--- src/rtl/enc_seq_ctrl.sv ---
// Sequencing controller for the LFSR byte-encryption datapath: reads the parameter ROM,
// loads taps/seed, then runs the preamble and the handshaked payload phases.
module enc_seq_ctrl #(
    parameter int unsigned AW      = 8,
    parameter int unsigned DW      = 8,
    parameter int unsigned MAX_PAY = 64
) (
    input  logic          clk,
    input  logic          rst,
    input  logic          encRqst,
    input  logic          validIn,
    input  logic          lastIn,
    input  logic [DW-1:0] rom_q,
    output logic [AW-1:0] raddr,
    output logic          taps_en,
    output logic          lfsr_ld,
    output logic          lfsr_en,
    output logic          sel_pre,
    output logic          byte_en,
    output logic          inReady,
    output logic          validOut,
    output logic          done,
    output logic          trunc
);

    localparam int unsigned LW  = 8;
    localparam int unsigned PCW = $clog2(MAX_PAY + 1);

    typedef enum logic [2:0] {
        IDLE,
        RD_LEN,
        RD_TAPS,
        RD_SEED,
        INIT,
        PRE,
        PAY,
        FIN
    } state_t;

    state_t         state;
    logic [LW-1:0]  pre_cnt;
    logic [PCW-1:0] pay_cnt;

    // Datapath strobes decode the current state; payload strobes follow the same-cycle handshake.
    always_comb begin
        taps_en = 1'b0;
        lfsr_ld = 1'b0;
        lfsr_en = 1'b0;
        sel_pre = 1'b0;
        byte_en = 1'b0;
        inReady = 1'b0;
        case (state)
            RD_SEED: taps_en = 1'b1;
            INIT:    lfsr_ld = 1'b1;
            PRE: begin
                sel_pre = 1'b1;
                byte_en = 1'b1;
                lfsr_en = 1'b1;
            end
            PAY: begin
                inReady = 1'b1;
                byte_en = validIn;
                lfsr_en = validIn;
            end
            default: ;
        endcase
    end

    // Sequencer: state, ROM address (set one cycle ahead to cover the ROM latency), counters, status.
    always_ff @(posedge clk or negedge rst) begin
        if (!rst) begin
            state    <= IDLE;
            raddr    <= '0;
            pre_cnt  <= '0;
            pay_cnt  <= '0;
            validOut <= 1'b0;
            done     <= 1'b0;
            trunc    <= 1'b0;
        end else begin
            validOut <= byte_en;
            case (state)
                IDLE: begin
                    raddr <= '0;
                    if (encRqst) begin
                        state   <= RD_LEN;
                        trunc   <= 1'b0;
                        pay_cnt <= '0;
                    end
                end
                RD_LEN: begin
                    raddr <= AW'(1);
                    state <= RD_TAPS;
                end
                RD_TAPS: begin
                    pre_cnt <= LW'(rom_q);
                    raddr   <= AW'(2);
                    state   <= RD_SEED;
                end
                RD_SEED: begin
                    raddr <= '0;
                    state <= INIT;
                end
                INIT: begin
                    state <= (pre_cnt != '0) ? PRE : PAY;
                end
                PRE: begin
                    pre_cnt <= pre_cnt - LW'(1);
                    if (pre_cnt == LW'(1)) begin
                        state <= PAY;
                    end
                end
                PAY: begin
                    if (validIn) begin
                        pay_cnt <= pay_cnt + PCW'(1);
                        if (lastIn) begin
                            state <= FIN;
                            done  <= 1'b1;
                        end else if (pay_cnt == PCW'(MAX_PAY - 1)) begin
                            // Forced termination: the byte limit ended the request, not lastIn.
                            state <= FIN;
                            done  <= 1'b1;
                            trunc <= 1'b1;
                        end
                    end
                end
                FIN: begin
                    if (!encRqst) begin
                        state <= IDLE;
                        done  <= 1'b0;
                    end
                end
                default: state <= IDLE;
            endcase
        end
    end

endmodule

--- config.mk ---
export PLATFORM = sky130hd
export DESIGN_NAME = enc_seq_ctrl
export DESIGN_NICKNAME = d
export VERILOG_FILES = /design/src/rtl/enc_seq_ctrl.sv
export SDC_FILE = /design/constraint.sdc
export NUM_CORES = 1
export LEC_CHECK = 0
export BUFFER_PORTS_ARGS = -buffer_cell sky130_fd_sc_hd__buf_2
export CORE_MARGIN = 5
export CORE_UTILIZATION = 42
export DETAILED_ROUTE_END_ITERATION = 6
export MAX_ROUTING_LAYER = met4
export PLACE_DENSITY_LB_ADDON = 0.3
export SYNTH_ARGS = -nofsm -noshare
export SYNTH_HDL_FRONTEND = slang
export SYNTH_SLANG_ARGS = --single-unit
--- constraint.sdc ---
create_clock -name clk -period 1.9 [get_ports clk]
set_clock_uncertainty 0.1 [all_clocks]
set_input_delay 0.095 -clock clk [delete_from_list [all_inputs] [get_ports clk]]
set_output_delay 0.095 -clock clk [all_outputs]
set_load 0.01 [all_outputs]
Yosys cells after proc, flatten, opt, wreduce, memory -nomap -nowiden --
Cells that the tools add are included.
Word-level totals: bits in registers 29, input bits 13, output and inout port bits 17, word-level logic and storage cells 63
Operators by class: $add $sub $neg 2, equal/unequal tests 16, muxes and demuxes 27, reduce and logical (&&, ||, !) cells 11
Operators by type and width (count):
- 3-bit case mux with 8 select lines | 1
- 8-bit case mux with 3 select lines | 1
- 3-bit two-way mux | 6
- 8-bit case mux with 2 select lines | 1
- 7-bit two-way mux | 2
- 7-bit case mux with 2 select lines | 1
- 3-bit equality test, second input constant | 4
- 2-bit != test, second input constant | 6
- 1-bit two-way mux | 11
- 5-bit AND reduction | 2
- 8-bit by 1-bit equality test with 1-bit output, second input constant | 1
- 8-bit nonzero test | 1
- 8-bit by 1-bit subtractor with 8-bit output, second input constant | 1
- 7-bit by 1-bit adder with 7-bit output, second input constant | 1
- 7-bit by 6-bit equality test with 1-bit output, second input constant | 1
- 3-bit by 2-bit equality test with 1-bit output, second input constant | 2
- 1-bit case mux with 2 select lines | 3
- 2-bit nonzero test | 3
- 4-bit AND reduction | 1
- 3-bit by 1-bit equality test with 1-bit output, second input constant | 1
- 3-bit logical NOT | 1
- 3-bit != test, second input constant | 1
- 3-bit AND reduction | 1
- 3-bit nonzero test | 1
- 2 further kinds | 2

Longest topological paths before layout --
Gate-level depths: netlist of the first run.
depth in word-level cells 5, depth in mapped cells 6, gate-level depth less buffers 6

Worst setup path after synthesis of the first run --
OpenSTA, ideal clock, no wires.
path kind register to register, from register pre_cnt[0], to register pre_cnt[6], setup time 0.087 ns, arrival time 1.326 ns, required time 1.713 ns, path slack 0.388 ns, cell stages (with the launch flop) 7, path buffers 0, clock period less this slack 1.512 ns, path through dfrtp_1 inv_1 ha_1 nand4b_1 nor3_2 nor3_1 a211oi_2
On the way: word-level cells in the longest chain between the ends 2
Ends and longest elaborated chain:
- start: declaration | RTL line 41 | logic [LW-1:0] pre_cnt;
- start signal: assignment | RTL line 95 | pre_cnt <= LW'(rom_q);
- start signal: assignment | RTL line 107 | pre_cnt <= pre_cnt - LW'(1);
- 8-bit by 1-bit subtractor with 8-bit output | RTL line 107
- 8-bit case mux with 2 select lines | RTL line 81 | case (state)
Every way passes these cells. A chain may end at the register's enable or synchronous reset.

Final worst setup path of the first run --
from register state[2], to output port byte_en
On the way: word-level cells in the longest chain between the ends 2, elaborated cells between the ends (all ways) 3, those cells by class eq/ne: 2; mux: 1
Ends and longest elaborated chain:
- start: declaration | RTL line 40 | state_t state;
- start signal: assignment | RTL line 104 | state <= (pre_cnt != '0) ? PRE : PAY;
- 3-bit equality test | RTL line 52 | case (state)
- 1-bit case mux with 2 select lines (*) | RTL line 52
- end: declaration | RTL line 19 | output logic byte_en,
Mark *: on every way between the ends. The rest lies on a longest branch, timed or not.

==> flow_metrics.py, run 1 <==
metrics = {
    "layout": {
        "n_fill_cell": 305,
        "multiInputGateArea_sq_um": 672,
        "num_antenna_cells": 0,
        "syn_to_final_growth_pct": 19.7,
        "drive_above_1_share_pct": 23.6,
        "ff_latch_area_sq_um": 577,
        "final_area_sq_um": 1600,
        "nNetsFinal": 192,
        "final_util_pct": 52.5,
        "finalNonFillerCells": 218,
    },
    "setup_path": {
        "crit_path_start": "state[2]",
        "worstPathArrival_ns": 1.53,
        "cp_max_fo": 12,
        "startpoint_type": "flop",
        "cp-end-kind": "output pin",
        "reg2reg_to": "pre_cnt[6]",
        "reg2reg_from": "pre_cnt[0]",
        "worstPathCellList": "nand3b_1 > buf_4 > nand2_1 > buf_2",
        "critPathKind": "flop to output pin",
        "ff2ff_setup_slack_ns": 0.22,
        "path_buf_inv": 2,
        "required_ns": 1.70,
        "worst_path_largest_cell_delay_ns": 0.62,
        "crit_slowest_cell": "dfrtp_1",
        "crit_family": "flip-flops",
        "reg2regPathDepth": 6,
    },
    "yosys": {
        "ys_ff_latch": 23,
        "ys_warn_count": 0,
        "synth.distinct_cells": 42,
        "avgSynthCellArea_sq_um": 9.56,
        "synth_edf_count": 0,
        "synth_area_sq_um": 1340,
        "synthTopCellsByArea": "dfrtp_1 43%, nand2_1 4.8%, nand3_1 4.1%",
        "synth-async-reset-ratio_pct": 100,
        "netlist_instances": 140,
        "synth_ff_type": "dfrtp_1",
        "yosysSeqAreaShare_pct": 43.0,
        "yosys.area.top_type": "dfrtp_1",
        "synth_top_area_share_pct": 43.0,
    },
    "clock_tree": {
        "clock_sinks": 23,
        "clock_path_buffers": 2,
        "clkTransAtPathRegs_ns": 0.14,
        "cts-root-buf": "clkbuf_4",
        "cts_tree": "yes",
        "postCtsSetupBuffers": 0,
        "numCtsBuffers": 3,
        "insertion_delay_ns": 0.32,
        "cts_max_level": 1,
    },
    "global_route": {
        "overflow": 0,
        "antenna_found_initial": 0,
        "grt_max_degree": 24,
        "grtUsageTotal_pct": 14.7,
        "grt_pass1_vias": 1207,
        "grt_first_pass_wirelength_um": 4970,
    },
    "pwr": {
        "powerDensity_nw_per_um2": 1340,
        "finalPower_mw": 2.15,
        "irDropWorstVdd_uv": 725,
        "p_leak_nw": 0.745,
    },
    "timing": {
        "fin_crit_sh_pct": 91.0,
        "fmax_ghz": 0.579,
        "period_minus_slack_ns": 1.73,
        "setup-violations-final": 0,
        "timing.setup.tns_ns": 0,
        "slew_headroom_pct": 65.5,
        "drv_slew": 0,
        "worst_slack_ns": 0.172,
        "hold_viol_final": 0,
        "rsz0062_at_grt": "no",
        "worst_slew_pin_slew_ns": 0.517,
        "timing.hold.ws_ns": 0.0366,
    },
    "job": {
        "cap_viol_max_count": 0,
    },
    "die": {
        "die_y_um": 66.5,
        "io_pins": 30,
        "coreArea_sq_um": 3050,
        "rows": 20,
        "dieArea_sq_um": 4420,
        "fp.dieW_um": 66.5,
        "initial_utilization_pct": 43.9,
    },
    "hold_path": {
        "whs_path_depth": 3,
        "hold_end": "pay_cnt[0]",
        "min_from": "validIn",
        "hp-class": "input pin to flop",
    },
    "route": {
        "drc": 0,
        "drtPass1Iterations": 4,
        "num_vias": 1150,
        "dr.first_iter.drc_count": 47,
        "vias_per_cell": 5.28,
        "wire_per_inst_um": 12.7,
        "wl_um": 2770,
        "ant_nets": 0,
    },
    "outcome": {
        "status": "complete, no violations",
    },
    "placement": {
        "place_area_sq_um": 1460,
        "place.gp.congestion": 0.855,
        "place_ws_ns": 0.250,
        "dp_hpwl_um": 2020,
        "placed_cells": 203,
        "port_buffers": 23,
    },
}
==> layout make-up <==
cell class                 count  area share [%]
clock buffer                   3            1.41
tap                           44            3.43
inverter                       4            1.01
sequential                    23            36.0
clock inverter                 1           0.312
multi-input combinational    105            41.9
timing repair buffer          38            15.9
==> cell families (layout without fill, tap and decap cells) <==
family	after synthesis	in the layout	synth area share, %
AO/OA/AOI/OAI	25	25	12.9
XOR/XNOR	2	2	1.31
adder cells (fa/ha/maj)	4	4	3.74
buffers and inverters	17	46	8.22
flip-flops	23	23	43.0
multiplexers	2	2	1.50
other	1	6	0.280
AND/OR/NAND/NOR	66	66	29.1
==> power by group <==
part / leakage, nW / internal, mW / switching, mW
logic: 0.438 / 0.458 / 0.544
registers: 0.289 / 0.678 / 0.236
clock network: 0.0177 / 0.0789 / 0.156
==> layer usage <==
layer	vias to the layer above	wire length, um	GRT usage, %
li1	566	-	-
met1	548	1170	16.0
met2	31	1420	26.3
met3	5	142	3.71
met4	0	34	4.82
met5	-	0	-
==> repair_timing <==
action                                  4_1_cts  5_1_grt
gates resized for setup                       0        1
endpoints found under the setup margin        0        2
endpoints found under the hold margin        34        0
hold buffers                                 11        0
==> tightest hold or removal path, stage by stage <==
cell and delay (ns):
buf_2 0.13, nand4b_4 0.14, o21ai_1 0.07
==> cell usage after synthesis (2+ instances only) <==
library cell,number
buf_4,7
mux2i_1,2
o311ai_1,2
nor2_1,11
buf_6,2
o21ai_1,4
dfrtp_1,23
o31ai_1,2
inv_1,3
nor4_1,4
buf_2,3
nand2_1,17
nor3_1,4
o211ai_1,7
nand3b_1,2
nand3_1,11
nand4_1,3
a21oi_1,4
nor3_2,2
and2_1,2
ha_1,4
==> state kept, by name, indices dropped and copies added, names as in the netlist <==
signal / count
trunc: 1
validOut: 1
raddr: 2
done: 1
pay_cnt: 7
pre_cnt: 8
state: 3
==> worst max-delay path by stage <==
stage	to	cells past startpoint
global route	byte_en	4
finish	byte_en	4
floorplan	pre_cnt[6]	6
global placement	pre_cnt[6]	6
detailed placement	pre_cnt[3]	5
CTS	byte_en	4
==> placed cells by master, fill, tap and decap left out, drive strengths merged, types with 2 or more instances in the layout <==
cell type / n
inv: 3
mux2i: 2
nand4: 4
nand3b: 2
dlygate4sd3: 11
a21oi: 4
o211ai: 7
o21ai: 5
o311ai: 2
dfrtp: 23
nor4: 4
clkinv: 2
nor2: 11
conb: 6
nand4b: 2
clkbuf: 3
o31ai: 2
nand2: 17
nor3: 6
and2: 2
ha: 4
buf: 27
nand3: 11
No activity file was read; power rests on OpenSTA's default activity.
==> run 2: changes to the inputs <==
--- a/config.mk
+++ b/config.mk
@@ -7,5 +7,8 @@
 export LEC_CHECK = 0
+export ABC_AREA = 1
 export BUFFER_PORTS_ARGS = -buffer_cell sky130_fd_sc_hd__buf_2
+export CELL_PAD_IN_SITES_DETAIL_PLACEMENT = 0
+export CELL_PAD_IN_SITES_GLOBAL_PLACEMENT = 1
 export CORE_MARGIN = 5
-export CORE_UTILIZATION = 42
+export CORE_UTILIZATION = 40
 export DETAILED_ROUTE_END_ITERATION = 6
--- a/constraint.sdc
+++ b/constraint.sdc
@@ -4,2 +4,2 @@
 set_output_delay 0.095 -clock clk [all_outputs]
-set_load 0.01 [all_outputs]
+set_load 0.05 [all_outputs]
==> run 2 against run 1 <==
Power grew 25%. Combinational power grew 45%. Critical path depth is the same. Utilization shrank 5.9 points. Wire length grew 12%. Final cell count grew 24%. First-iteration DRC count grew 43%. Largest power group unchanged. Critical path type unchanged.
==> flow_metrics.py, run 2 <==
metrics = {
    "timing": {
        "slew_headroom_pct": 63.7,
        "timing.hold.ws_ns": 0.0141,
        "fin_crit_sh_pct": 93.1,
        "rsz0062_at_grt": "no",
        "worst_slack_ns": 0.130,
        "timing.setup.tns_ns": 0,
        "worst_slew_pin_slew_ns": 0.545,
        "hold_viol_final": 0,
        "setup-violations-final": 0,
        "fmax_ghz": 0.565,
        "period_minus_slack_ns": 1.77,
        "drv_slew": 0,
    },
    "die": {
        "rows": 22,
        "initial_utilization_pct": 41.8,
        "die_y_um": 72.1,
        "dieArea_sq_um": 5200,
        "io_pins": 30,
        "fp.dieW_um": 72.1,
        "coreArea_sq_um": 3690,
    },
    "yosys": {
        "synth_top_area_share_pct": 37.3,
        "ys_warn_count": 0,
        "ys_ff_latch": 23,
        "synth-async-reset-ratio_pct": 100,
        "ys_top_cells_by_count": "51 x nand2_1, 23 x dfrtp_1, 19 x inv_1, 19 x nand3_1, 16 x nor2_1",
        "synth_ff_type": "dfrtp_1",
        "synth_edf_count": 0,
        "yosysSeqAreaShare_pct": 37.3,
        "synthTopCellsByArea": "dfrtp_1 37%, nand2_1 12%, nand3_1 6.2%",
        "yosys.area.top_type": "dfrtp_1",
        "netlist_instances": 200,
        "synth_area_sq_um": 1540,
        "synth.distinct_cells": 31,
        "avgSynthCellArea_sq_um": 7.71,
        "yosysMostFrequentCell": "nand2_1",
    },
    "global_route": {
        "grt_pass1_vias": 1186,
        "overflow": 0,
        "grtUsageTotal_pct": 12.8,
        "grt_first_pass_wirelength_um": 5220,
        "grt_max_degree": 24,
        "antenna_found_initial": 0,
    },
    "setup_path": {
        "worstPathArrival_ns": 1.57,
        "reg2reg_to": "pre_cnt[7]",
        "crit_slowest_cell": "dfrtp_2",
        "worstPathCellList": "inv_2 > nand3_4 > inv_2 > buf_2",
        "reg2reg_from": "state[1]",
        "cp_max_fo": 12,
        "reg2regPathDepth": 7,
        "critPathKind": "flop to output pin",
        "startpoint_type": "flop",
        "cpMostUsedCell": "inv_2",
        "ff2ff_setup_slack_ns": 0.36,
        "required_ns": 1.70,
        "worst_path_largest_cell_delay_ns": 0.53,
        "cp-end-kind": "output pin",
    },
    "clock_tree": {
        "clock_path_buffers": 2,
        "numCtsBuffers": 3,
        "clkTransAtPathRegs_ns": 0.09,
        "cts-root-buf": "clkbuf_8",
        "cts_tree": "yes",
        "insertion_delay_ns": 0.27,
        "cts_max_level": 1,
        "clock_sinks": 23,
    },
    "layout": {
        "largest_register_ffs": 8,
        "nNetsFinal": 241,
        "final_cell_mix": "51 x nand2_1, 23 x buf_2, 20 x dfrtp_1",
        "drive_above_1_share_pct": 24.2,
        "regMostFlops": "pre_cnt",
        "syn_to_final_growth_pct": 11.4,
        "top_regs": "pre_cnt (8), pay_cnt (7), state (3)",
        "num_antenna_cells": 0,
        "final_common_cell": "nand2_1",
    },
    "placement": {
        "dp_hpwl_um": 2340,
        "port_buffers": 23,
        "place.gp.congestion": 0.767,
        "place_ws_ns": 0.259,
    },
    "route": {
        "dr.first_iter.drc_count": 67,
        "wire_per_inst_um": 11.5,
        "vias_per_cell": 4.78,
        "ant_nets": 0,
        "drc": 0,
        "num_vias": 1295,
        "drtPass1Iterations": 4,
        "wl_um": 3110,
    },
    "hold_path": {
        "hp-class": "input pin to flop",
        "hold_end": "pre_cnt[2]",
        "whs_path_depth": 3,
        "min_from": "rom_q[2]",
    },
    "pwr": {
        "powerDensity_nw_per_um2": 1570,
        "p_leak_nw": 0.884,
        "irDropWorstVdd_uv": 758,
        "finalPower_mw": 2.69,
    },
    "outcome": {
        "status": "complete, no violations",
    },
    "job": {
        "cap_viol_max_count": 0,
    },
}
-- run 2: final cells by class --
| class | instances | area (sq um) |
|---|---|---|
| Fill cell | 365 | 1970 |
| Inverter | 24 | 97.6 |
| Clock inverter | 1 | 5.00 |
| Clock buffer | 3 | 41.3 |
| Timing Repair Buffer | 25 | 135 |
| Multi-Input combinational cell | 147 | 800 |
| Sequential cell | 23 | 579 |
| Tap cell | 48 | 60.1 |
-- run 2: through the flow --
step	instance area (sq um)	utilization [%]	std cells
4_1_cts	1720	46.5	271
5_1_grt	1720	46.6	271
3_3_place_gp	1650	44.7	265
3_5_place_dp	1650	44.7	265
6_report	1720	46.6	271
2_1_floorplan	1570	-	205
-- run 2: layer usage --
layer,vias to the layer above,part of all wire [%],global-route usage [%]
li1,684,-,-
met1,583,48,16.2
met2,23,46,20.3
met3,5,5.0,3.05
met4,0,1.1,3.76
met5,-,0,-
-- run 2: what timing repair did --
item,in CTS,in global routing
setup buffers,0,0
hold endpoints to repair,24,0
hold buffers,2,0
setup endpoints to repair,3,3
resized for setup,1,2
-- run 2: how the worst max path moves through the flow --
stage | start | end | slack [ns] | depth (start not counted)
after detailed placement | state[1] | pre_cnt[7] | 0.26 | 7
after global routing | state[0] | byte_en | 0.03 | 6
after floorplan | state[0] | lfsr_en | 0.12 | 7
final | state[1] | sel_pre | 0.13 | 4
after global placement | state[1] | pre_cnt[7] | 0.21 | 7
after CTS | state[0] | lfsr_en | 0.009 | 6
-- run 2: worst max-delay path: cells and delay by family, from the launching register on --
family        cells  cell delay (ns)
buf+inv           3             0.62
flops             1             0.53
simple gates      1             0.14
-- run 2: cells by family after synthesis --
logic type      count (synthesis)  share of synthesized area [%]
flops                          23                           37.3
xor+xnor                        2                           1.14
compound gates                 27                           10.1
fa+ha+maj                       4                           3.24
simple gates                  108                           35.5
buf+inv                        35                           12.4
other cells                     1                          0.243
-- run 2: report_power, final --
group | switching, mW | internal, mW | leakage [nW] | total (mW)
registers | 0.250 | 0.676 | 0.292 | 0.926
clock network | 0.166 | 0.147 | 0.0255 | 0.313
logic | 1.01 | 0.444 | 0.566 | 1.45
total | 1.42 | 1.27 | 0.884 | 2.69
==> run 3: changes to the inputs <==
- MAX_ROUTING_LAYER: met4 -> not set
==> run 3 against run 2 <==
Flip-flop and latch count unchanged. Sequential share of layout area did not move. First-iteration DRC count is the same. Critical path type unchanged. Non-clock buffer count stayed put. Power decreased by 0.26%. Register-to-register slack barely moved. Clock power is essentially flat. Cell area unchanged. Combinational power barely moved. Via count grew 0.23%. Hold slack improved by 0.0013 ns. Utilization stayed put.
==> flow_metrics.py, run 3 (synthesis gave the netlist of run 2 again) <==
metrics = {
    "setup_path": {
        "critPathKind": "flop to output pin",
        "startpoint_type": "flop",
        "worst_path_largest_cell_delay_ns": 0.53,
        "worstPathArrival_ns": 1.57,
        "cpMostUsedCell": "inv_2",
        "crit_slowest_cell": "dfrtp_2",
        "cp_max_fo": 12,
        "reg2regPathDepth": 7,
        "worstPathCellList": "inv_2 > nand3_4 > inv_2 > buf_2",
        "cp-end-kind": "output pin",
        "required_ns": 1.70,
    },
    "clock_tree": {
        "cts_tree": "yes",
        "clock_sinks": 23,
        "numCtsBuffers": 3,
        "clock_path_buffers": 2,
        "cts_max_level": 1,
        "clkTransAtPathRegs_ns": 0.09,
        "insertion_delay_ns": 0.27,
        "cts-root-buf": "clkbuf_8",
    },
    "global_route": {
        "antenna_found_initial": 0,
        "grt_pass1_vias": 1186,
        "grt_max_degree": 24,
        "grt_first_pass_wirelength_um": 5220,
        "grtUsageTotal_pct": 12.4,
        "overflow": 0,
    },
    "route": {
        "dr.first_iter.drc_count": 67,
        "drtPass1Iterations": 4,
        "vias_per_cell": 4.79,
        "drc": 0,
        "num_vias": 1298,
        "ant_nets": 0,
        "wl_um": 3110,
        "wire_per_inst_um": 11.5,
    },
    "timing": {
        "worst_slew_pin_slew_ns": 0.546,
        "hold_viol_final": 0,
        "timing.setup.tns_ns": 0,
        "fin_crit_sh_pct": 93.1,
        "period_minus_slack_ns": 1.77,
        "drv_slew": 0,
        "rsz0062_at_grt": "no",
        "slew_headroom_pct": 63.6,
        "setup-violations-final": 0,
        "fmax_ghz": 0.565,
    },
    "layout": {
        "nNetsFinal": 241,
        "n_fill_cell": 365,
        "syn_to_final_growth_pct": 11.4,
        "final_common_cell": "nand2_1",
        "final_area_sq_um": 1720,
        "num_antenna_cells": 0,
        "multiInputGateArea_sq_um": 800,
        "top_regs": "pre_cnt (8), pay_cnt (7), state (3)",
        "ff_latch_area_sq_um": 579,
        "drive_above_1_share_pct": 24.2,
        "regMostFlops": "pre_cnt",
        "final_util_pct": 46.6,
        "largest_register_ffs": 8,
        "final_cell_mix": "51 x nand2_1, 23 x buf_2, 20 x dfrtp_1",
    },
    "pwr": {
        "p_leak_nw": 0.884,
        "irDropWorstVdd_uv": 755,
        "powerDensity_nw_per_um2": 1560,
    },
    "placement": {
        "port_buffers": 23,
        "dp_hpwl_um": 2340,
        "place_area_sq_um": 1650,
        "place.gp.congestion": 0.757,
    },
    "die": {
        "dieArea_sq_um": 5200,
        "initial_utilization_pct": 41.8,
        "die_y_um": 72.1,
        "fp.dieW_um": 72.1,
        "io_pins": 30,
        "coreArea_sq_um": 3690,
        "rows": 22,
    },
    "hold_path": {
        "whs_path_depth": 3,
        "hp-class": "input pin to flop",
    },
    "job": {
        "cap_viol_max_count": 0,
    },
    "outcome": {
        "status": "complete, no violations",
    },
}
-- run 3: metrics by stage --
stage          instances  power, mW  hold slack, ns  worst slack [ns]
3_5_place_dp         265       2.39          0.0129             0.259
5_1_grt              271       2.93          0.0185            0.0332
4_1_cts              271       2.72         0.00642           0.00872
2_1_floorplan        205       2.18          -0.301             0.123
3_3_place_gp         265       2.39          0.0168             0.212
6_report             271       2.68          0.0155             0.131
-- run 3: cell type report --
type,count,area share (%)
multi-input combinational,147,46.5
timing repair buffer,25,7.87
clock inverter,1,0.291
sequential,23,33.7
clock buffer,3,2.40
tap,48,3.50
inverter,24,5.68
-- run 3: critical path, delay by kind of cell (launching register included) --
family | cells | cell delay, ns
AND/OR/NAND/NOR | 1 | 0.14
flip-flops | 1 | 0.53
buffers and inverters | 3 | 0.62
-- run 3: routing by layer --
layer / vias up / share of wire (%) / global-route usage (%) / wire length, um
met1: 581 / 47 / 16.2 / 1460
met5: - / 0 / 0 / 0
met2: 28 / 46 / 20.3 / 1450
li1: 684 / - / - / -
met4: 0 / 1.2 / 3.76 / 38
met3: 5 / 5.2 / 3.05 / 161
-- run 3: power by group --
part	total (mW)	switching, mW	internal [mW]
Combinational	1.45	1.01	0.444
Sequential	0.923	0.246	0.676
Clock	0.311	0.165	0.147
Total	2.68	1.42	1.27
-- run 3: worst paths after layout --
path | to | slack, ns | start
setup / recovery | sel_pre | 0.13 | state[1]
hold / removal | pre_cnt[2] | 0.02 | rom_q[2]
setup reg to reg | pre_cnt[7] | 0.36 | state[1]
hold reg to reg | done | 0.38 | done
max in group asynchronous | state[2] | 1.07 | rst
min in group asynchronous | pay_cnt[6] | 0.24 | rst
-- run 3: timing repair --
item | CTS | global route
setup endpoints to repair | 3 | 3
hold buffers | 2 | 0
endpoints found under the hold margin | 24 | 0
setup buffers | 0 | 0
gates resized for setup | 1 | 2
